**src/rtl/axi_stream_pkg.sv**
```systemverilog
// Shared types and default widths for the AXI-stream header-strip slice.
package axi_stream_pkg;

  localparam int DEF_DATA_WD      = 32;
  localparam int DEF_DATA_BYTE_WD = DEF_DATA_WD / 8;

  typedef enum logic [1:0] {
    IDLE,
    FIRST,
    STREAM,
    TAIL
  } state_e;

endpackage

```
**src/rtl/axi_stream_out_reg.sv**
```systemverilog
// One-entry registered valid/ready slice; payload holds while valid && !ready.
module axi_stream_out_reg #(
  parameter int W = 32
) (
  input  logic         clk,
  input  logic         rst_n,
  input  logic         load_valid,
  output logic         load_ready,
  input  logic [W-1:0] load_data,
  output logic         valid,
  input  logic         ready,
  output logic [W-1:0] data
);

  assign load_ready = !valid || ready;

  // NOTE: registers get an async reset and are written with <= only, so every
  // flop sees the pre-edge value of every other flop.
  always_ff @(posedge clk or negedge rst_n) begin
    if (!rst_n) begin
      valid <= 1'b0;
      data  <= '0;
    end else if (load_ready) begin
      valid <= load_valid;
      if (load_valid) data <= load_data;
    end
  end

endmodule

```
**src/rtl/axi_stream_strip_header.sv**
```systemverilog
// Strips the first N bytes of each packet onto a header port and realigns the rest.
module axi_stream_strip_header
  import axi_stream_pkg::*;
#(
  parameter int DATA_WD      = DEF_DATA_WD,
  parameter int DATA_BYTE_WD = DATA_WD / 8,
  parameter int BYTE_CNT_WD  = $clog2(DATA_BYTE_WD)
) (
  input  logic                    clk,
  input  logic                    rst_n,
  input  logic                    valid_in,
  output logic                    ready_in,
  input  logic                    last_in,
  input  logic [DATA_WD-1:0]      data_in,
  input  logic [DATA_BYTE_WD-1:0] keep_in,
  input  logic                    valid_strip,
  input  logic [BYTE_CNT_WD:0]    strip_cnt,
  output logic                    ready_strip,
  output logic                    valid_out,
  output logic                    last_out,
  input  logic                    ready_out,
  output logic [DATA_WD-1:0]      data_out,
  output logic [DATA_BYTE_WD-1:0] keep_out,
  output logic                    valid_hdr,
  input  logic                    ready_hdr,
  output logic [DATA_WD-1:0]      header_out,
  output logic [DATA_BYTE_WD-1:0] keep_hdr
);

  localparam int PAY_W = 1 + DATA_BYTE_WD + DATA_WD;
  localparam int HDR_W = DATA_BYTE_WD + DATA_WD;

  state_e                  state;
  logic [BYTE_CNT_WD:0]    n_q;
  logic [BYTE_CNT_WD:0]    rem_n;
  logic [DATA_WD-1:0]      data_m, res_data, next_res_data, pay_data;
  logic [DATA_BYTE_WD-1:0] res_keep, next_res_keep, pay_keep;
  logic                    more_than_n, accept, pay_last;
  logic                    pay_load_valid, pay_load_ready;
  logic                    hdr_load_valid, hdr_load_ready;
  logic [PAY_W-1:0]        pay_q;
  logic [HDR_W-1:0]        hdr_q;

  function automatic logic [DATA_WD-1:0] keep_to_mask(input logic [DATA_BYTE_WD-1:0] k);
    for (int i = 0; i < DATA_BYTE_WD; i++) keep_to_mask[8*i +: 8] = {8{k[i]}};
  endfunction

  // Byte 0 is the MSB byte; absent bytes are zeroed before any shifting.
  assign rem_n         = (BYTE_CNT_WD + 1)'(DATA_BYTE_WD) - n_q;
  assign data_m        = data_in & keep_to_mask(keep_in);
  assign next_res_data = data_m << {n_q, 3'b000};
  assign next_res_keep = keep_in << n_q;
  assign more_than_n   = |next_res_keep;
  assign ready_strip   = (state == IDLE);

  // NOTE: every combinational output gets a default first, so no path can
  // leave it unassigned and infer a latch.
  always_comb begin
    ready_in       = 1'b0;
    pay_load_valid = 1'b0;
    pay_data       = next_res_data;
    pay_keep       = next_res_keep;
    pay_last       = 1'b1;
    case (state)
      FIRST:   ready_in = hdr_load_ready && pay_load_ready;
      STREAM:  ready_in = pay_load_ready;
      default: ready_in = 1'b0;
    endcase
    accept = valid_in && ready_in;
    case (state)
      FIRST: pay_load_valid = accept && last_in && more_than_n;
      STREAM: begin
        pay_load_valid = accept;
        pay_data       = res_data | (data_m >> {rem_n, 3'b000});
        pay_keep       = res_keep | (keep_in >> rem_n);
        pay_last       = last_in && !more_than_n;
      end
      TAIL: begin
        pay_load_valid = 1'b1;
        pay_data       = res_data;
        pay_keep       = res_keep;
      end
      default: pay_load_valid = 1'b0;
    endcase
  end

  assign hdr_load_valid = (state == FIRST) && accept;

  always_ff @(posedge clk or negedge rst_n) begin
    if (!rst_n) begin
      state    <= IDLE;
      n_q      <= '0;
      res_data <= '0;
      res_keep <= '0;
    end else begin
      case (state)
        IDLE: if (valid_strip) begin
          n_q   <= strip_cnt;
          state <= FIRST;
        end
        FIRST: if (accept) begin
          res_data <= next_res_data;
          res_keep <= next_res_keep;
          state    <= last_in ? IDLE : STREAM;
        end
        STREAM: if (accept) begin
          res_data <= next_res_data;
          res_keep <= next_res_keep;
          if (last_in) state <= more_than_n ? TAIL : IDLE;
        end
        TAIL: if (pay_load_ready) begin
          res_data <= '0;
          res_keep <= '0;
          state    <= IDLE;
        end
        default: state <= IDLE;
      endcase
    end
  end

  axi_stream_out_reg #(.W(PAY_W)) u_pay_reg (
    .clk        (clk),
    .rst_n      (rst_n),
    .load_valid (pay_load_valid),
    .load_ready (pay_load_ready),
    .load_data  ({pay_last, pay_keep, pay_data}),
    .valid      (valid_out),
    .ready      (ready_out),
    .data       (pay_q)
  );

  axi_stream_out_reg #(.W(HDR_W)) u_hdr_reg (
    .clk        (clk),
    .rst_n      (rst_n),
    .load_valid (hdr_load_valid),
    .load_ready (hdr_load_ready),
    .load_data  ({keep_in >> rem_n, data_m >> {rem_n, 3'b000}}),
    .valid      (valid_hdr),
    .ready      (ready_hdr),
    .data       (hdr_q)
  );

  assign {last_out, keep_out, data_out} = pay_q;
  assign {keep_hdr, header_out}         = hdr_q;

endmodule

```
**config.mk**
```make
export PLATFORM = sky130hd
export DESIGN_NAME = axi_stream_strip_header
export DESIGN_NICKNAME = d
export VERILOG_FILES = /design/src/rtl/axi_stream_pkg.sv /design/src/rtl/axi_stream_out_reg.sv /design/src/rtl/axi_stream_strip_header.sv
export SDC_FILE = /design/constraint.sdc
export NUM_CORES = 1
export LEC_CHECK = 0
export BUFFER_PORTS_ARGS = -buffer_cell sky130_fd_sc_hd__buf_2
export CAP_MARGIN = 5
export CORE_UTILIZATION = 50
export DETAILED_ROUTE_END_ITERATION = 8
export PLACE_DENSITY = 0.83
export SLEW_MARGIN = 20
export SYNTH_ARGS = -nofsm -noshare
export SYNTH_HDL_FRONTEND = slang
export SYNTH_SLANG_ARGS = --single-unit
```
**constraint.sdc**
```tcl
create_clock -name clk -period 4.1 [get_ports clk]
set_input_delay 0.41 -clock clk [delete_from_list [all_inputs] [get_ports clk]]
set_output_delay 0.41 -clock clk [all_outputs]
set_load 0.03 [all_outputs]
```
* Word-level counts from Yosys, hierarchy flattened
Index checks and enable logic that the tools add are counted.
Storage, ports and cells: flip-flop bits (word level) 116, output and inout port bits 77
Cells by class: add/sub/neg operators 1, equality and inequality tests 9, shift-type cells 4, multiplexer cells 19, bitwise logic cells 3, reductions and logical operators 20
Operator list (number):
- $pmux 32 s2 | 2
- $mux 32 | 2
- $and 32x32->32 | 1
- $or 32x32->32 | 1
- $shl 32x6->32 | 1
- $shr 32x6->32 | 1
- $pmux 4 s2 | 2
- $mux 2 | 7
- $ne 2x2->1 const B | 5
- $mux 4 | 2
- $pmux 2 s4 | 1
- $logic_and 1x1->1 | 6
- $reduce_and 2->1 | 3
- $reduce_and 5->1 | 1
- $eq 2x2->1 const B | 2
- $or 4x4->4 | 1
- $reduce_or 4->1 | 1
- $shl 4x3->4 | 1
- $shr 4x3->4 | 1
- $logic_not 1->1 | 3
- $pmux 1 s3 | 1
- $reduce_and 3->1 | 1
- $sub 3x3->3 const A | 1
- $eq 2x1->1 const B | 1
- 7 further kinds | 8

* Logic depth before layout (Yosys ltp)
Gate-level depths: netlist of the first run.
word-level depth 9, gate-level depth with buffers 11, depth with buffers taken out 7

* By module
From an unflattened synthesis of the first run, not the netlist that was laid out.
Second synthesis, totals: cells, all modules 578, area, all modules 6744.0 um2
Modules (own cells, without submodules):
- axi_stream_strip_header | times used 1, cells an instance 418, area each 3662.3 um2
- axi_stream_out_reg (u_pay_reg) | times used 1, cells an instance 81, area each 1572.8 um2
- axi_stream_out_reg (u_hdr_reg) | times used 1, cells an instance 79, area each 1508.9 um2

* Worst setup path after synthesis of the first run
No wires, ideal clock.
path type register to register, start point register n_q[1], end point register u_pay_reg.data[33], library setup time 125 ps, arrival 2423 ps, slack 1552 ps, stages on the path, launching flop included 12, clock period less this slack 2548 ps, path through dfrtp_1 > buf_2 > clkbuf_1 > inv_2 > ha_1 > clkbuf_1 > clkbuf_1 > nand3b_1 > o21ai_0 > a21oi_1 > a21oi_1 > mux2_4
Between the ends: cells in the longest elaborated chain, start to end 5
Ends and longest elaborated chain:
- start: declaration | RTL line axi_stream_strip_header.sv:34 | logic [BYTE_CNT_WD:0] n_q;
- start signal: assignment | RTL line axi_stream_strip_header.sv:98 | n_q <= strip_cnt;
- branches (longest 5 deep; another with $sub 3x3->3)
- end signal: assignment | RTL line axi_stream_out_reg.sv:25 | if (load_valid) data <= load_data;
- end: declaration | RTL line axi_stream_out_reg.sv:12 | output logic [W-1:0] data
Parallel ways; which one is timed is not known. A chain may end at the register's enable or synchronous reset.

* Final worst setup path of the first run
start point register n_q[1], end point register u_pay_reg.data[26]
Between the ends: cells in the longest elaborated chain, start to end 5
Ends and longest elaborated chain:
- branches (longest 5 deep; another with $sub 3x3->3)
Parallel ways; which one is timed is not known.

==> run summary, run 1 <==
status: finished clean
Top Family by Delay on Critical Path: simple AND/OR/NAND/NOR gates
starting density of the core: 0.516
critical path type: register to register
total number of yosys warnings: 0
Synth area leaders: dfrtp_1 46%, a22o_1 4.5%, mux2i_1 4.5%
Filler Cells Inserted: 1009
most frequent cells in the layout: 121 x buf_2, 116 x dfrtp_1, 54 x nand2_1
die height: 114 um
clock latency on the worst-skew pair: 430 ps
CTS root buffer: clkbuf_16
placement row count: 40
Synth Net Count: 639
fmax: 316 MHz
Buf+Inv Stages, Crit Path: 1
grt ovf: 0
highest-delay cell along the critical path: dfrtp_1
final wirelength: 19300 um
core area: 0.0121 sq mm
synthesized flop and latch total: 116
via count: 5629
power per cell area: 904 mW/mm^2
EDFF count, synth: 0
sequential cell area: 0.00290 sq mm
hold slack: 224 ps
First DRT Iteration DRCs: 667
via/cell ratio: 6.43
RSZ-0062 raised after global routing: no
die area: 0.0129 sq mm
Seq/Total Area, Yosys: 0.465
CP cell instances: inv_2 > ha_1 > xor2_2 > nor3_1 > and2_1 > a222oi_1 > mux2i_1
Mapped Avg Cell Area: 10.6 sq um
GRT Util Overall: 0.310
startpoint types: register
crit-path max FO: 27
final worst path period need: 3160 ps
worst slew pin tran: 1060 ps
Max-Cap Viols: 0
first-pass GRT wire length: 30000 um
Worst Setup SP: n_q[1]$_DFFE_PN0P_
Top FF cell, synth: dfrtp_1
final slew viol count: 0
DR WL/cell: 22.0 um
accumulated negative setup slack: 0 ps
WP data required: 4440 ps
Tcrit/Tclk final: 0.771
Placed Instances: 843
Layout Nets: 746
peak supply drop: 0.000351 V
final setup violation count: 0
share of cells above drive strength 1: 0.288
area of the multi-input gates: 0.00302 sq mm
drt drc: 0
GPL Wtd Cong: 0.903
synthesized area: 0.00625 sq mm
critical path endpoint category: register
Mapped Cells: 588
initial antenna violation count: 0
worst endpoint data arrival time: 3500 ps
end of the critical path: u_pay_reg.data[26]$_DFFE_PN0P_
R2R Setup Slk: 940 ps
peak per-stage delay on the critical path: 860 ps
Crit Reg-Reg Endpoint: u_pay_reg.data[26]$_DFFE_PN0P_
commonest non-fill, non-tap cell in the layout: buf_2
P&R area growth vs syn: 21.8%
detailed placement HPWL: 13700 um
Levels on crit path: 7
TritonCTS Buffers: 17
diode count: 0
IO buf count: 122
Static Leak: 3.79 nW
R2R depth: 7
Initial DRT Pass Iterations: 6
pin count of the biggest net entering global routing: 48
DRT antenna net count: 0
Fin. Hold Viols: 0
slew margin rel.: 0.287
final clock skew: 6.85 ps
Post-Layout Cell Count: 876
top-area cell type share of the netlist area: 0.465
largest area contributor in the netlist: dfrtp_1
die width: 114 um
vias in the first global route: 5438
H-tree levels: 4
CTS tree: built
Top-Level Pins: 123
Distinct cells, synth: 61
clk slew on worst S/H paths: 60 ps
# clock sinks: 116
Async SR Flop Fraction: 1.00
clock buffer depth: 2
reg2reg start: n_q[1]$_DFFE_PN0P_
hold crit path type: input pin to register
Post-CTS Setup Bufs: 0
Yosys cell counts (10+ instances only):
cell type,instances
nand2_1,55
mux2_4,15
mux2_2,13
inv_1,22
nand3_1,20
clkbuf_1,32
a22o_1,32
a21oi_1,23
dfrtp_1,116
o221ai_1,10
a21boi_0,14
o21ai_0,21
nand3b_1,17
a31oi_1,14
nor2_1,15
a222oi_1,16
o2bb2ai_1,14
mux2i_1,28
through the flow:
step / util / total power, mW / worst slack, ps / area, sq um
after floorplan: - / 4.25 / 1550 / 6250
after global placement: 0.571 / 5.06 / 909 / 6920
after detailed placement: 0.574 / 5.17 / 1020 / 6950
after CTS: 0.628 / 6.85 / 1000 / 7610
after global routing: 0.628 / 7.19 / 673 / 7610
final: 0.628 / 6.88 / 940 / 7610
power by group:
| group | switching (mW) | internal [mW] |
|---|---|---|
| Sequential | 0.331 | 1.58 |
| Clock | 0.546 | 1.09 |
| Combinational | 2.19 | 1.15 |
per-layer routing:
| metal | vias to the layer above | track usage | part of all wire |
|---|---|---|---|
| met1 | 2751 | 0.413 | 0.41 |
| met2 | 369 | 0.460 | 0.45 |
| li1 | 2451 | - | - |
| met3 | 58 | 0.0824 | 0.095 |
| met5 | - | 0 | 0 |
| met4 | 0 | 0.179 | 0.047 |
sequential cells by signal, indices dropped and copies added, names as in the netlist:
register,flops
n_q,3
res_keep,4
u_pay_reg.data,37
res_data,32
u_hdr_reg.valid,1
state,2
u_hdr_reg.data,36
u_pay_reg.valid,1
worst min-delay path by stage:
stage | start | depth (start not counted) | slack, ps | to
global placement | rst_n | 1 | 390 | res_data[25]$_DFFE_PN0P_
floorplan | rst_n | 0 | 110 | n_q[0]$_DFFE_PN0P_
detailed placement | rst_n | 1 | 400 | res_data[27]$_DFFE_PN0P_
CTS | strip_cnt[0] | 2 | 210 | n_q[0]$_DFFE_PN0P_
global route | strip_cnt[0] | 2 | 220 | n_q[0]$_DFFE_PN0P_
finish | strip_cnt[0] | 2 | 220 | n_q[0]$_DFFE_PN0P_
final cells by class:
class                      count  share of cell area
multi-input combinational    401               0.397
timing repair buffer         135              0.0963
clock inverter                13              0.0271
tap                          168              0.0276
clock buffer                  19              0.0582
sequential                   116               0.381
inverter                      24              0.0118
logic make-up after synthesis:
family | share of synthesized area
adders and majority gates | 0.0100
DFF | 0.465
AOI/OAI and AO/OA | 0.249
xor gates and xnor gates | 0.00401
muxes | 0.108
and+or+nand+nor | 0.110
buffers and inverters | 0.0537
timing repair:
item                      in CTS  in global routing
resized for setup              0                  0
hold endpoints to repair      37                  0
hold buffers                   1                  0
(Power assumes the default switching activity.)
==> run 2: changes to the inputs <==
--- a/config.mk
+++ b/config.mk
@@ -9,7 +9,7 @@
 export CAP_MARGIN = 5
 export CORE_UTILIZATION = 50
 export DETAILED_ROUTE_END_ITERATION = 8
-export PLACE_DENSITY = 0.83
+export PLACE_DENSITY = 0.86
 export SLEW_MARGIN = 20
 export SYNTH_ARGS = -nofsm -noshare
 export SYNTH_HDL_FRONTEND = slang
==> constraint.sdc (replaced) <==
create_clock -name clk -period 2.7 [get_ports clk]
set_input_delay 0.27 -clock clk [delete_from_list [all_inputs] [get_ports clk]]
set_output_delay 0.27 -clock clk [all_outputs]
set_load 0.03 [all_outputs]
==> run summary, run 2 (synthesis gave the netlist of run 1 again) <==
starting density of the core: 0.516
hold slack: 91.0 ps
worst endpoint data arrival time: 2810 ps
IO buf count: 122
TritonCTS Buffers: 17
PnR Total Power: 10.5 mW
startpoint types: register
met3 Use GR: 0.0834
status: finished clean
drt drc: 0
area post-placement: 0.00706 sq mm
commonest non-fill, non-tap cell in the layout: buf_2
Layout Nets: 760
first-pass GRT wire length: 30400 um
R2R depth: 8
Fin. Hold Viols: 0
final worst path period need: 2510 ps
CTS tree: built
GRT busiest layer: met2
final slew viol count: 0
P&R area growth vs syn: 22.7%
CTS root buffer: clkbuf_16
clk slew on worst S/H paths: 60 ps
critical path type: register to register
final wirelength: 19600 um
DRT antenna net count: 0
Min-Delay Path Depth: 2
crit-path max FO: 19
vias in the first global route: 5503
placement row count: 40
DR WL/cell: 22.0 um
fmax: 398 MHz
power per cell area: 1360 mW/mm^2
WP data required: 3000 ps
GRT Util Overall: 0.311
clock buffer depth: 2
initial antenna violation count: 0
peak per-stage delay on the critical path: 430 ps
peak supply drop: 0.000689 V
Reg with most FFs: u_pay_reg.data
highest-delay cell along the critical path: o31ai_2
First DRT Iteration DRCs: 623
H-tree levels: 4
# clock sinks: 116
max reg flops: 37
via count: 5736
clock latency on the worst-skew pair: 420 ps
pin count of the biggest net entering global routing: 58
die area: 0.0129 sq mm
design area: 0.00767 sq mm
worst slew pin tran: 673 ps
RSZ-0062 raised after global routing: no
Initial DRT Pass Iterations: 6
die height: 114 um
die width: 114 um
GPL Wtd Cong: 0.913
slew margin rel.: 0.548
grt ovf: 0
via/cell ratio: 6.44
Tcrit/Tclk final: 0.931
Static Leak: 3.83 nW
most frequent cells in the layout: 121 x buf_2, 116 x dfrtp_1, 55 x nand2_1
M1 GR Usage: 0.425
final setup violation count: 0
hold crit path type: input pin to register
Post-CTS Setup Bufs: 0
largest registers: u_pay_reg.data: 37 flops, u_hdr_reg.data: 36 flops, res_data: 32 flops
GR Util met2: 0.471
Top-Level Pins: 123
critical path endpoint category: register
CP cell instances: inv_1 > ha_1 > inv_2 > o31ai_2 > a41o_1 > o2111ai_4 > buf_4 > mux2_4
share of cells above drive strength 1: 0.305
final clock skew: 8.73 ps
detailed placement HPWL: 13900 um
Max-Cap Viols: 0
core area: 0.0121 sq mm
diode count: 0
accumulated negative setup slack: 0 ps
## run 2: cell count changes in the layout (fill, tap and decap cells not counted), sizes merged
cell | before | now
clkinv | 6 | 4
inv | 24 | 28
clkbuf | 19 | 18
bufinv | 5 | 2
buf | 134 | 148
clkinvlp | 2 | 4
## run 2: what timing repair did
action	CTS	global route
setup endpoints to repair	0	10
hold buffers	1	0
resized for setup	0	2
hold endpoints to repair	23	0
## run 2: metrics by stage
stage | cells | utilization | setup WS, ps
floorplan | 588 | - | 152
global placement | 857 | 0.583 | 314
detailed placement | 857 | 0.583 | 178
CTS | 890 | 0.632 | 96.1
global route | 890 | 0.633 | 66.8
finish | 890 | 0.633 | 186
## run 2: path summary, 6_finish.rpt
kind	startpoint	slack, ps	to
worst max-delay path	state[0]$_DFFE_PN0P_	190	u_pay_reg.data[21]$_DFFE_PN0P_
worst min-delay path	strip_cnt[0]	90	n_q[0]$_DFFE_PN0P_
worst max register to register	state[0]$_DFFE_PN0P_	190	u_pay_reg.data[21]$_DFFE_PN0P_
worst min register to register	u_hdr_reg.data[33]$_DFFE_PN0P_	480	u_hdr_reg.data[33]$_DFFE_PN0P_
max in group asynchronous	rst_n	1630	u_hdr_reg.data[7]$_DFFE_PN0P_
min in group asynchronous	rst_n	300	u_hdr_reg.data[9]$_DFFE_PN0P_
## run 2: routing by layer
metal	wire length [um]	share of wire	vias to the layer above
met5	0	0	-
met4	669	0.034	0
met3	1930	0.099	59
met2	8850	0.45	380
met1	8110	0.41	2814
li1	-	-	2483
## run 2: final cells by class
class                           instances  area, sq um
Clock inverter                         14          153
Tap cell                              168          210
Inverter                               24         90.1
Fill cell                             992         4440
Clock buffer                           18          439
Sequential cell                       116         2900
Multi-Input combinational cell        401         3030
Timing Repair Buffer                  149          843
## run 2: where the power goes
group	internal [mW]	switching (mW)
clock	1.39	0.883
combinational	1.89	3.45
sequential	2.39	0.448
total	5.68	4.78
## run 2: worst max-delay path: cells and delay by family (launching register included)
family	cells	cell delay [ps]
buffers and inverters	3	550
AOI/OAI and AO/OA	3	790
muxes	1	340
DFF	1	400
adders and majority gates	1	320
